File: config.mk
export PLATFORM = sky130hd
export DESIGN_NAME = astro_unidade_controle
export DESIGN_NICKNAME = d
export VERILOG_FILES = /design/src/rtl/astro_unidade_controle_pkg.sv /design/src/rtl/astro_unidade_controle.sv
export SDC_FILE = /design/constraint.sdc
export NUM_CORES = 1
export LEC_CHECK = 0
export BUFFER_PORTS_ARGS = -buffer_cell sky130_fd_sc_hd__buf_2
export CAP_MARGIN = 20
export CORE_AREA = 2 2 39 41
export CTS_CLUSTER_DIAMETER = 40
export CTS_CLUSTER_SIZE = 24
export DETAILED_ROUTE_END_ITERATION = 7
export DIE_AREA = 0 0 41 43
export HOLD_SLACK_MARGIN = 0.06
export PLACE_DENSITY = 0.67
export SLEW_MARGIN = 20
export SYNTH_ARGS = -nofsm -noshare
export SYNTH_HDL_FRONTEND = slang
export SYNTH_SLANG_ARGS = --single-unit
File: constraint.sdc
create_clock -name clock -period 1.85 [get_ports clock]
set_clock_uncertainty 0.2 [all_clocks]
set_input_delay 0.0925 -clock clock [delete_from_list [all_inputs] [get_ports clock]]
set_output_delay 0.0925 -clock clock [all_outputs]
set_load 0.005 [all_outputs]
File: src/rtl/astro_unidade_controle_pkg.sv
// State encoding for the AstroGenius control unit.
// The codes are fixed because db_estado exposes them to the display and to the benches.
package astro_unidade_controle_pkg;

    typedef enum logic [3:0] {
        INICIAL          = 4'h0,
        PREPARACAO       = 4'h1,
        MOSTRA_LED       = 4'h2,
        INICIO_RODADA    = 4'h3,
        ESPERA_JOGADA    = 4'h4,
        REGISTRA         = 4'h5,
        COMPARA          = 4'h6,
        PROXIMA_JOGADA   = 4'h7,
        PREPARA_ESCRITA  = 4'h8,
        ESPERA_ESCRITA   = 4'h9,
        REGISTRA_ESCRITA = 4'hA,
        ESCREVE          = 4'hB,
        PROXIMA_RODADA   = 4'hC,
        FIM_ACERTOU      = 4'hD,
        FIM_ERROU        = 4'hE,
        FIM_TIMEOUT      = 4'hF
    } estado_t;

    function automatic logic eh_final(input estado_t e);
        return (e == FIM_ACERTOU) || (e == FIM_ERROU) || (e == FIM_TIMEOUT);
    endfunction

endpackage

File: src/rtl/astro_unidade_controle.sv
// Moore control FSM for the AstroGenius memory game: sequences counters, timers,
// move register and memory write; every output is decoded from the state register.
module astro_unidade_controle
    import astro_unidade_controle_pkg::*;
(
    input  logic       clock,
    input  logic       reset,
    input  logic       iniciar,
    input  logic       jogada_feita,
    input  logic       jogada_igual,
    input  logic       fim_rodada,
    input  logic       fim_jogo,
    input  logic       fim_mostra_led,
    input  logic       inativo,
    output logic       zera_jogada,
    output logic       conta_jogada,
    output logic       zera_rodada,
    output logic       conta_rodada,
    output logic       zeraR,
    output logic       registraR,
    output logic       zeraInativo,
    output logic       contaInativo,
    output logic       zera_mostra_led,
    output logic       conta_mostra_led,
    output logic       ramWE,
    output logic       pronto,
    output logic       ganhou,
    output logic       perdeu,
    output logic       timeout,
    output logic [3:0] db_estado
);

    estado_t r_estado;
    estado_t w_proximo;

    always_ff @(posedge clock or posedge reset) begin
        if (reset) r_estado <= INICIAL;
        else       r_estado <= w_proximo;
    end

    always_comb begin
        w_proximo = r_estado;
        case (r_estado)
            INICIAL:          if (iniciar) w_proximo = PREPARACAO;
            PREPARACAO:       w_proximo = MOSTRA_LED;
            MOSTRA_LED:       if (fim_mostra_led) w_proximo = INICIO_RODADA;
            INICIO_RODADA:    w_proximo = ESPERA_JOGADA;
            // a move arriving together with the timeout still counts
            ESPERA_JOGADA: begin
                if (jogada_feita)  w_proximo = REGISTRA;
                else if (inativo)  w_proximo = FIM_TIMEOUT;
            end
            REGISTRA:         w_proximo = COMPARA;
            COMPARA: begin
                if (!jogada_igual)    w_proximo = FIM_ERROU;
                else if (!fim_rodada) w_proximo = PROXIMA_JOGADA;
                else if (fim_jogo)    w_proximo = FIM_ACERTOU;
                else                  w_proximo = PREPARA_ESCRITA;
            end
            PROXIMA_JOGADA:   w_proximo = ESPERA_JOGADA;
            PREPARA_ESCRITA:  w_proximo = ESPERA_ESCRITA;
            ESPERA_ESCRITA: begin
                if (jogada_feita)  w_proximo = REGISTRA_ESCRITA;
                else if (inativo)  w_proximo = FIM_TIMEOUT;
            end
            REGISTRA_ESCRITA: w_proximo = ESCREVE;
            ESCREVE:          w_proximo = PROXIMA_RODADA;
            PROXIMA_RODADA:   w_proximo = MOSTRA_LED;
            FIM_ACERTOU, FIM_ERROU, FIM_TIMEOUT:
                              if (iniciar) w_proximo = PREPARACAO;
            default:          w_proximo = INICIAL;
        endcase
    end

    always_comb begin
        zera_jogada      = 1'b0;
        conta_jogada     = 1'b0;
        zera_rodada      = 1'b0;
        conta_rodada     = 1'b0;
        zeraR            = 1'b0;
        registraR        = 1'b0;
        zeraInativo      = 1'b0;
        contaInativo     = 1'b0;
        zera_mostra_led  = 1'b0;
        conta_mostra_led = 1'b0;
        ramWE            = 1'b0;
        ganhou           = 1'b0;
        perdeu           = 1'b0;
        timeout          = 1'b0;
        case (r_estado)
            PREPARACAO: begin
                zera_jogada     = 1'b1;
                zera_rodada     = 1'b1;
                zeraR           = 1'b1;
                zeraInativo     = 1'b1;
                zera_mostra_led = 1'b1;
            end
            MOSTRA_LED:       conta_mostra_led = 1'b1;
            INICIO_RODADA: begin
                zera_jogada     = 1'b1;
                zeraInativo     = 1'b1;
                zera_mostra_led = 1'b1;
            end
            ESPERA_JOGADA,
            ESPERA_ESCRITA:   contaInativo = 1'b1;
            REGISTRA,
            REGISTRA_ESCRITA: begin
                registraR   = 1'b1;
                zeraInativo = 1'b1;
            end
            PROXIMA_JOGADA:   conta_jogada = 1'b1;
            // clearing the inactivity timer here gives the new move a full window
            PREPARA_ESCRITA: begin
                conta_jogada = 1'b1;
                zeraInativo  = 1'b1;
            end
            ESCREVE:          ramWE = 1'b1;
            PROXIMA_RODADA: begin
                conta_rodada = 1'b1;
                zeraR        = 1'b1;
            end
            FIM_ACERTOU:      ganhou  = 1'b1;
            FIM_ERROU:        perdeu  = 1'b1;
            FIM_TIMEOUT:      timeout = 1'b1;
            default: ;
        endcase
    end

    assign pronto    = eh_final(r_estado);
    assign db_estado = r_estado;

endmodule

==> results.txt, run 1 <==
The synthesized net count is 80. The post-synthesis cell count is 71. Of all nets on the critical path, the largest fanout is 9. The most used routing layer in global routing is met2. For this configuration, the core starts out at a cell density of 0.340.

The final-layout setup total negative slack is 0 ns. The critical path in this run is classified as reg2out. After clock tree synthesis, the clock-pin slew on the worst setup and hold paths is 0.04 ns. At the pin with the least slew margin, the transition time is 0.344 ns. The die covers 0.00176 mm². 0 antenna diodes ended up in the layout. Across every metal layer, demand over resource in global routing totals 0.182.

In the synthesized netlist, the cells that appear most often are nor2_1, a21oi_1, nand2_1, nand2b_1. The critical path contains buffers and inverters numbering 2 combined. The global routing met2 resource utilization came out at 0.244. The final weighted congestion in routability-driven placement came out at 0.836. The chip height came out at 43 µm. The post-synthesis cell type count came out at 27. Leaving out filler cells and counting taps, the final layout contains 118.

The element type at the critical path end is an output port. The tree built by TritonCTS fans out to 4 sinks. The time the final worst path needs with I/O delays and setup is 1.74 ns.

Of the post-synthesis cell area, the dominant cell type holds 0.213. In this run the number of H-tree levels came out at 1. The number of storage elements in the synthesis netlist came out at 4. The flow ran to the end, and the final reports show no timing, DRC or antenna violations. The internal cell power came out at 640 µW.

The number of failing setup endpoints in the final timing report came out at 0. The mean cell area of the mapped netlist came out at 6.63 µm². The fmax came out at 576 MHz. The final-report hold violation count was 0. Broken down by cell family, the worst path's largest delay share belongs to flip-flops. The average vias per placed instance is 5.29.

The residual overflow from global routing came out at 0. For this run, global-route usage on met1 was measured as 0.225. The number of global-route vias before repair came out at 506. The net switching power figure came out at 576 µW. 28 I/O pins were placed. The part of the power in registers came out at 0.142. In this run the critical register-to-register path is launched from db_estado[0]. The slowest stage of the critical path is the dfrtp_2 cell. The via count is 624. TritonCTS built the clock tree.

The number of port buffers is 27. Yosys printed 0 warnings. The area of the core region is 0.00138 mm². The proportion of synthesized flip-flops having asynchronous set or reset came out at 1.00.

The logic gate share of total power is 0.769. The count of TritonRoute iterations in the first routing pass came out at 4. The residual antenna-violating net count after detailed routing came out at 0.

The average routed wire per standard cell came out at 11.5 µm. The die width came out at 41 µm. The worst path required time came out at 1.56 ns. The largest buffer count on any clock path is 2. After synthesis, the cell types taking the most area are dfrtp_1, nor2_1, nand2b_1. The area added between synthesis and finish came out at 47.1%. For this run, the register share of the synthesized area comes to 0.213. The switching part of the total power is 0.473.

For this block, the initial DRC count from the detailed router was 16. The worst register-to-register path has a depth of 4. The worst IR drop on VDD came out at 795 µV. In this design, the stage delay of the slowest critical-path cell is 0.44 ns. The design draws 1.22 mW. The clock buffer count from CTS is 3. The pin count of the biggest net entering global routing is 17.

After legalization and detailed placement, the total HPWL measured 949 µm. In this run the critical register-to-register path is captured at db_estado[0]. In the synthesized netlist the dominant register cell turns out to be dfrtp_1.

The number of nets in the finished design came out at 113. The worst setup slack for register-to-register paths came out at 0.18 ns. The number of antenna violations at the first check in global routing is 0.

The filler cell count is 147. The final-report max-slew violation count is 0. The count of unresolved DRC violations after routing came out at 0.

In this run the worst hold path is classified as in2async. The headroom to the max-slew limit is 0.771. Setup repair after global routing left no endpoint under its margin.

The arrival time of the worst setup path came out at 1.44 ns. The first global-routing pass estimated 2110 µm of wire. Once placement completed, the tool counted placed cells totaling 112. The clock power share came out at 0.089. The most common cell in the synthesized netlist is nor2_1.

The register with the most flip-flops in the layout has 4 of them. The routed design has 1350 µm of wire. The number of violations of the max-capacitance limit is 0.

In this run the clock root is driven by a clkbuf_4. In the final layout, the share of cells above drive strength 1 is 0.382. In this run the power density over the cells is 1760 mW/mm². The cell leakage power came out at 0.351 nW. The standard-cell row count came out at 14. The met3 global-route usage came out at 0.0366.

The count of flip-flops with a built-in enable after synthesis came out at 0. The worst setup path is launched from a flop. Traced cell by cell, the critical path runs through buf_4, nor2b_2, nor2b_4, a21oi_1, nor2_1, buf_2. The latest clock arrival within the worst-skew pair came out at 0.24 ns. The cell area after synthesis came out at 470 µm². The final period utilization is 0.938. Of all cell types, the one taking the most synthesized area is dfrtp_1.

The final hold slack came out at 0.0825 ns.
==> power by group through the flow <==
stage	Combinational [mW]	Clock (mW)	Sequential, mW
after floorplan	0.577	0	0.198
after CTS	0.920	0.113	0.169
after global placement	0.898	0	0.170
after detailed placement	0.906	0	0.170
after global routing	1.05	0.123	0.179
final	0.935	0.109	0.172
==> kinds of logic after synthesis <==
| kind of cell | after synthesis | share of synthesized area |
|---|---|---|
| simple gates | 37 | 0.383 |
| compound gates | 22 | 0.316 |
| buf+inv | 7 | 0.0665 |
| flops | 4 | 0.213 |
| mux | 1 | 0.0213 |
==> how the worst max path moves through the flow <==
stage                               to  cells past startpoint    startpoint  slack [ns]
final                            zeraR                      6  db_estado[2]        0.11
after global routing             zeraR                      6  db_estado[2]       0.004
after CTS                        zeraR                      6  db_estado[2]       0.008
after detailed placement  db_estado[0]                      4  db_estado[0]        0.20
after global placement    db_estado[0]                      4  db_estado[0]        0.19
after floorplan           db_estado[0]                      5  db_estado[3]        0.20
==> per-layer routing <==
layer | up-vias | routed length (µm)
li1 | 309 | -
met1 | 282 | 547
met2 | 25 | 627
met3 | 8 | 88
met4 | 0 | 88
met5 | - | 0
==> layout make-up <==
class                   instances  area [µm²]  share of cell area
repair buffers                 34         195               0.282
well taps                      16        20.0              0.0289
multi-input cells              60         349               0.505
clock buffers                   3        22.5              0.0325
inverters                       1        3.75             0.00542
flip-flops and latches          4         101               0.146
==> worst min-delay path, stage by stage <==
cell and delay (ns):
dlygate4sd3_1 0.53, buf_2 0.12, inv_1 0.12
==> repair_timing <==
action | in CTS | in global routing
setup buffers | 0 | 0
hold buffers | 3 | 0
gates resized for setup | 1 | 3
endpoints found under the hold margin | 6 | 0
setup endpoints to repair | 1 | 2
==> layout by cell type (no fill, tap or decap), types with 2 or more instances in the layout <==
| cell | instances |
|---|---|
| buf_4 | 4 |
| o21ai_0 | 3 |
| o21a_1 | 2 |
| dfrtp_1 | 3 |
| o22ai_1 | 2 |
| clkbuf_4 | 3 |
| nand2b_1 | 5 |
| nor2b_1 | 2 |
| dlygate4sd3_1 | 3 |
| buf_2 | 27 |
| nor2_1 | 15 |
| nor3_1 | 3 |
| a21oi_1 | 5 |
| nand2_1 | 5 |
| a21o_1 | 4 |
==> through the flow <==
step	utilization	cell area, µm²	worst slack (ns)
final	0.500	692	0.114
after floorplan	-	470	0.205
after global routing	0.500	692	0.00375
after global placement	0.454	628	0.194
after CTS	0.494	683	0.00828
after detailed placement	0.454	628	0.201
No activity file was read; power rests on OpenSTA's default activity.
==> inputs of run 2 (changes only) <==
- clock period: 1.85 -> 1.8 ns (I/O delays scaled with it)
==> run 2 against run 1 <==
  * First-iteration DRC count down 63%
  * Worst setup slack better by 0.012 ns
  * Utilization increased by 1.2 points
  * Sequential cell count did not move
  * Sequential share of layout area is 0.51 points lower
  * Sequential power is 3% lower
  * Clock-buffer cell count unchanged
  * Combinational power is 9% higher
  * Die area did not move
  * Largest power group unchanged
==> results.txt, run 2 (same netlist as run 1, synthesis figures left out) <==
The number of antenna violations at the first check in global routing came out at 0. The final period utilization came out at 0.930. The chip height came out at 43 µm.

In this run the worst hold path is classified as in2async. In the final layout, the share of cells above drive strength 1 is 0.398. The area of the core region came out at 0.00138 mm². The run finished with clean final reports.

Setup repair after global routing left no endpoint under its margin. The antenna diode count is 0. The initial core utilization came out at 0.340.

The biggest fanout along the worst timing path came out at 9. The area added between synthesis and finish is 50.5%. The post-CTS clock slew at the launch and capture registers of the worst setup and hold paths came out at 0.04 ns. CTS placed an instance of clkbuf_4 at the clock tree root. The worst setup path is captured at an output port.

The post-detailed-routing wire length is 1430 µm. The library cell used most frequently in the layout, excluding fill and tap cells, is buf_2. The cell leakage power is 0.362 nW. The number of placed I/O pins came out at 28. The final-layout setup total negative slack came out at 0 ns.

The clock buffer count from CTS came out at 3. The headroom to the max-slew limit came out at 0.790. The latest clock arrival within the worst-skew pair is 0.24 ns. The total routing resource utilization after global routing came out at 0.182. Input and output buffers added on the ports amount to 27. The number of failing setup endpoints in the final timing report came out at 0. The worst-margin pin slew is 0.314 ns. The number of H-tree branching levels is 1.

The count of unresolved DRC violations after routing came out at 0. The detail route stage leaves a number of antenna-violating nets equal to 0. The pin count of the biggest net entering global routing is 17. The first global-routing pass estimated 2210 µm of wire.

Summing over every cut layer, the via total after detailed routing is 640. Summing all flip-flop and latch instances after layout gives 100 µm². The layout has 139 filler cells. The count of TritonRoute iterations in the first routing pass is 4.

The worst setup path is launched from a flop. After detailed routing, the number of vias per cell comes to 5.38. The fmax came out at 597 MHz.

The category of the most critical setup path is reg2out. The die width came out at 41 µm. The largest buffer count on any clock path is 2. Summed over all layers, the global routing overflow is 0. The sink count of the clock tree is 4. The clock period could shrink to 1.67 ns. The register with the most flip-flops in the layout has 4 of them.

The number of global-route vias before repair is 550. The worst-case IR drop observed on VDD is 1000 µV. The areal power density over the cells is 1820 mW/mm². The standard-cell row count came out at 14.

The final weighted congestion in routability-driven placement is 0.818. The final-report hold violation count came out at 0. The multi-input logic area came out at 359 µm². The number of buffers inserted to repair setup after CTS is 0.

For the worst setup path, the data arrival time is 1.38 ns. The clock tree from TritonCTS is yes. The number of nets in the finished design is 114.

In this run, the number of DRC markers left after iteration 0 of detailed routing was 6. Overall power consumption after layout is estimated at 1.29 mW. The top cell types in the final layout, fill and taps aside, are buf_2, nor2_1, nand2_1, a21oi_1, buf_4. For the worst setup path, the data required time is 1.51 ns.

The floorplan step defined a die boundary enclosing 0.00176 mm². The half-perimeter wire length after detailed placement is 997 µm. Dividing the detail-routed wire length by the instance count gives 12.0 µm.

The final-report max-slew violation count came out at 0. The number of violations of the max-capacitance limit is 0.
## run 2: cell types whose count changed in the layout (fill, tap and decap cells not counted)
cell,before,now
dfrtp_1,3,4
nand2b_2,0,1
buf_4,4,5
nor2b_1,2,1
dfrtp_2,1,0
nor2b_4,1,2
nand2b_1,5,4
## run 2: final cells by class
class | instances | share of cell area
clock buffers | 3 | 0.0318
inverters | 1 | 0.00530
multi-input cells | 60 | 0.507
flip-flops and latches | 4 | 0.141
well taps | 16 | 0.0283
repair buffers | 35 | 0.286
## run 2: final timing paths
check,endpoint,slack [ns],start,depth (start not counted)
max,zeraR,0.13,db_estado[2],6
min,db_estado[0],0.08,reset,3
max reg2reg,db_estado[0],0.16,db_estado[0],4
min reg2reg,db_estado[2],0.47,db_estado[2],2
max in group asynchronous,db_estado[2],1.17,reset,3
min in group clock,db_estado[2],0.10,jogada_igual,4
## run 2: where the power goes
group          internal (mW)  switching [mW]  leakage, nW  total, mW
clock network         0.0745          0.0361       0.0138      0.111
logic                  0.470           0.546        0.302       1.02
registers              0.140          0.0256       0.0463      0.166
total                  0.685           0.608        0.362       1.29
## run 2: metrics by stage
stage	instances	hold WS [ns]	setup WS (ns)	utilization	area, µm²
final	119	0.0751	0.126	0.512	708
after global routing	119	0.0934	0.00569	0.512	708
after CTS	119	0.0743	0.0470	0.499	691
after detailed placement	113	-0.220	0.175	0.459	636
after global placement	113	-0.223	0.212	0.459	636
after floorplan	71	-0.344	0.155	-	470
## run 2: layer usage
| metal | up-vias | GRT usage | wire [µm] |
|---|---|---|---|
| li1 | 313 | - | - |
| met1 | 292 | 0.227 | 622 |
| met2 | 29 | 0.269 | 662 |
| met3 | 6 | 0.0681 | 103 |
| met4 | 0 | 0.0800 | 39 |
| met5 | - | 0 | 0 |
## run 2: critical path: stages, from the launching register on
cell,delay (ns)
dfrtp_1,0.40
buf_4,0.19
nor2b_4,0.15
nor2b_4,0.16
a21oi_1,0.05
nor2_1,0.09
buf_2,0.11
## run 2: what timing repair did
item                                    CTS  global route
endpoints found under the setup margin    1             1
endpoints found under the hold margin     6             0
gates resized for setup                   1             5
hold buffers                              3             0
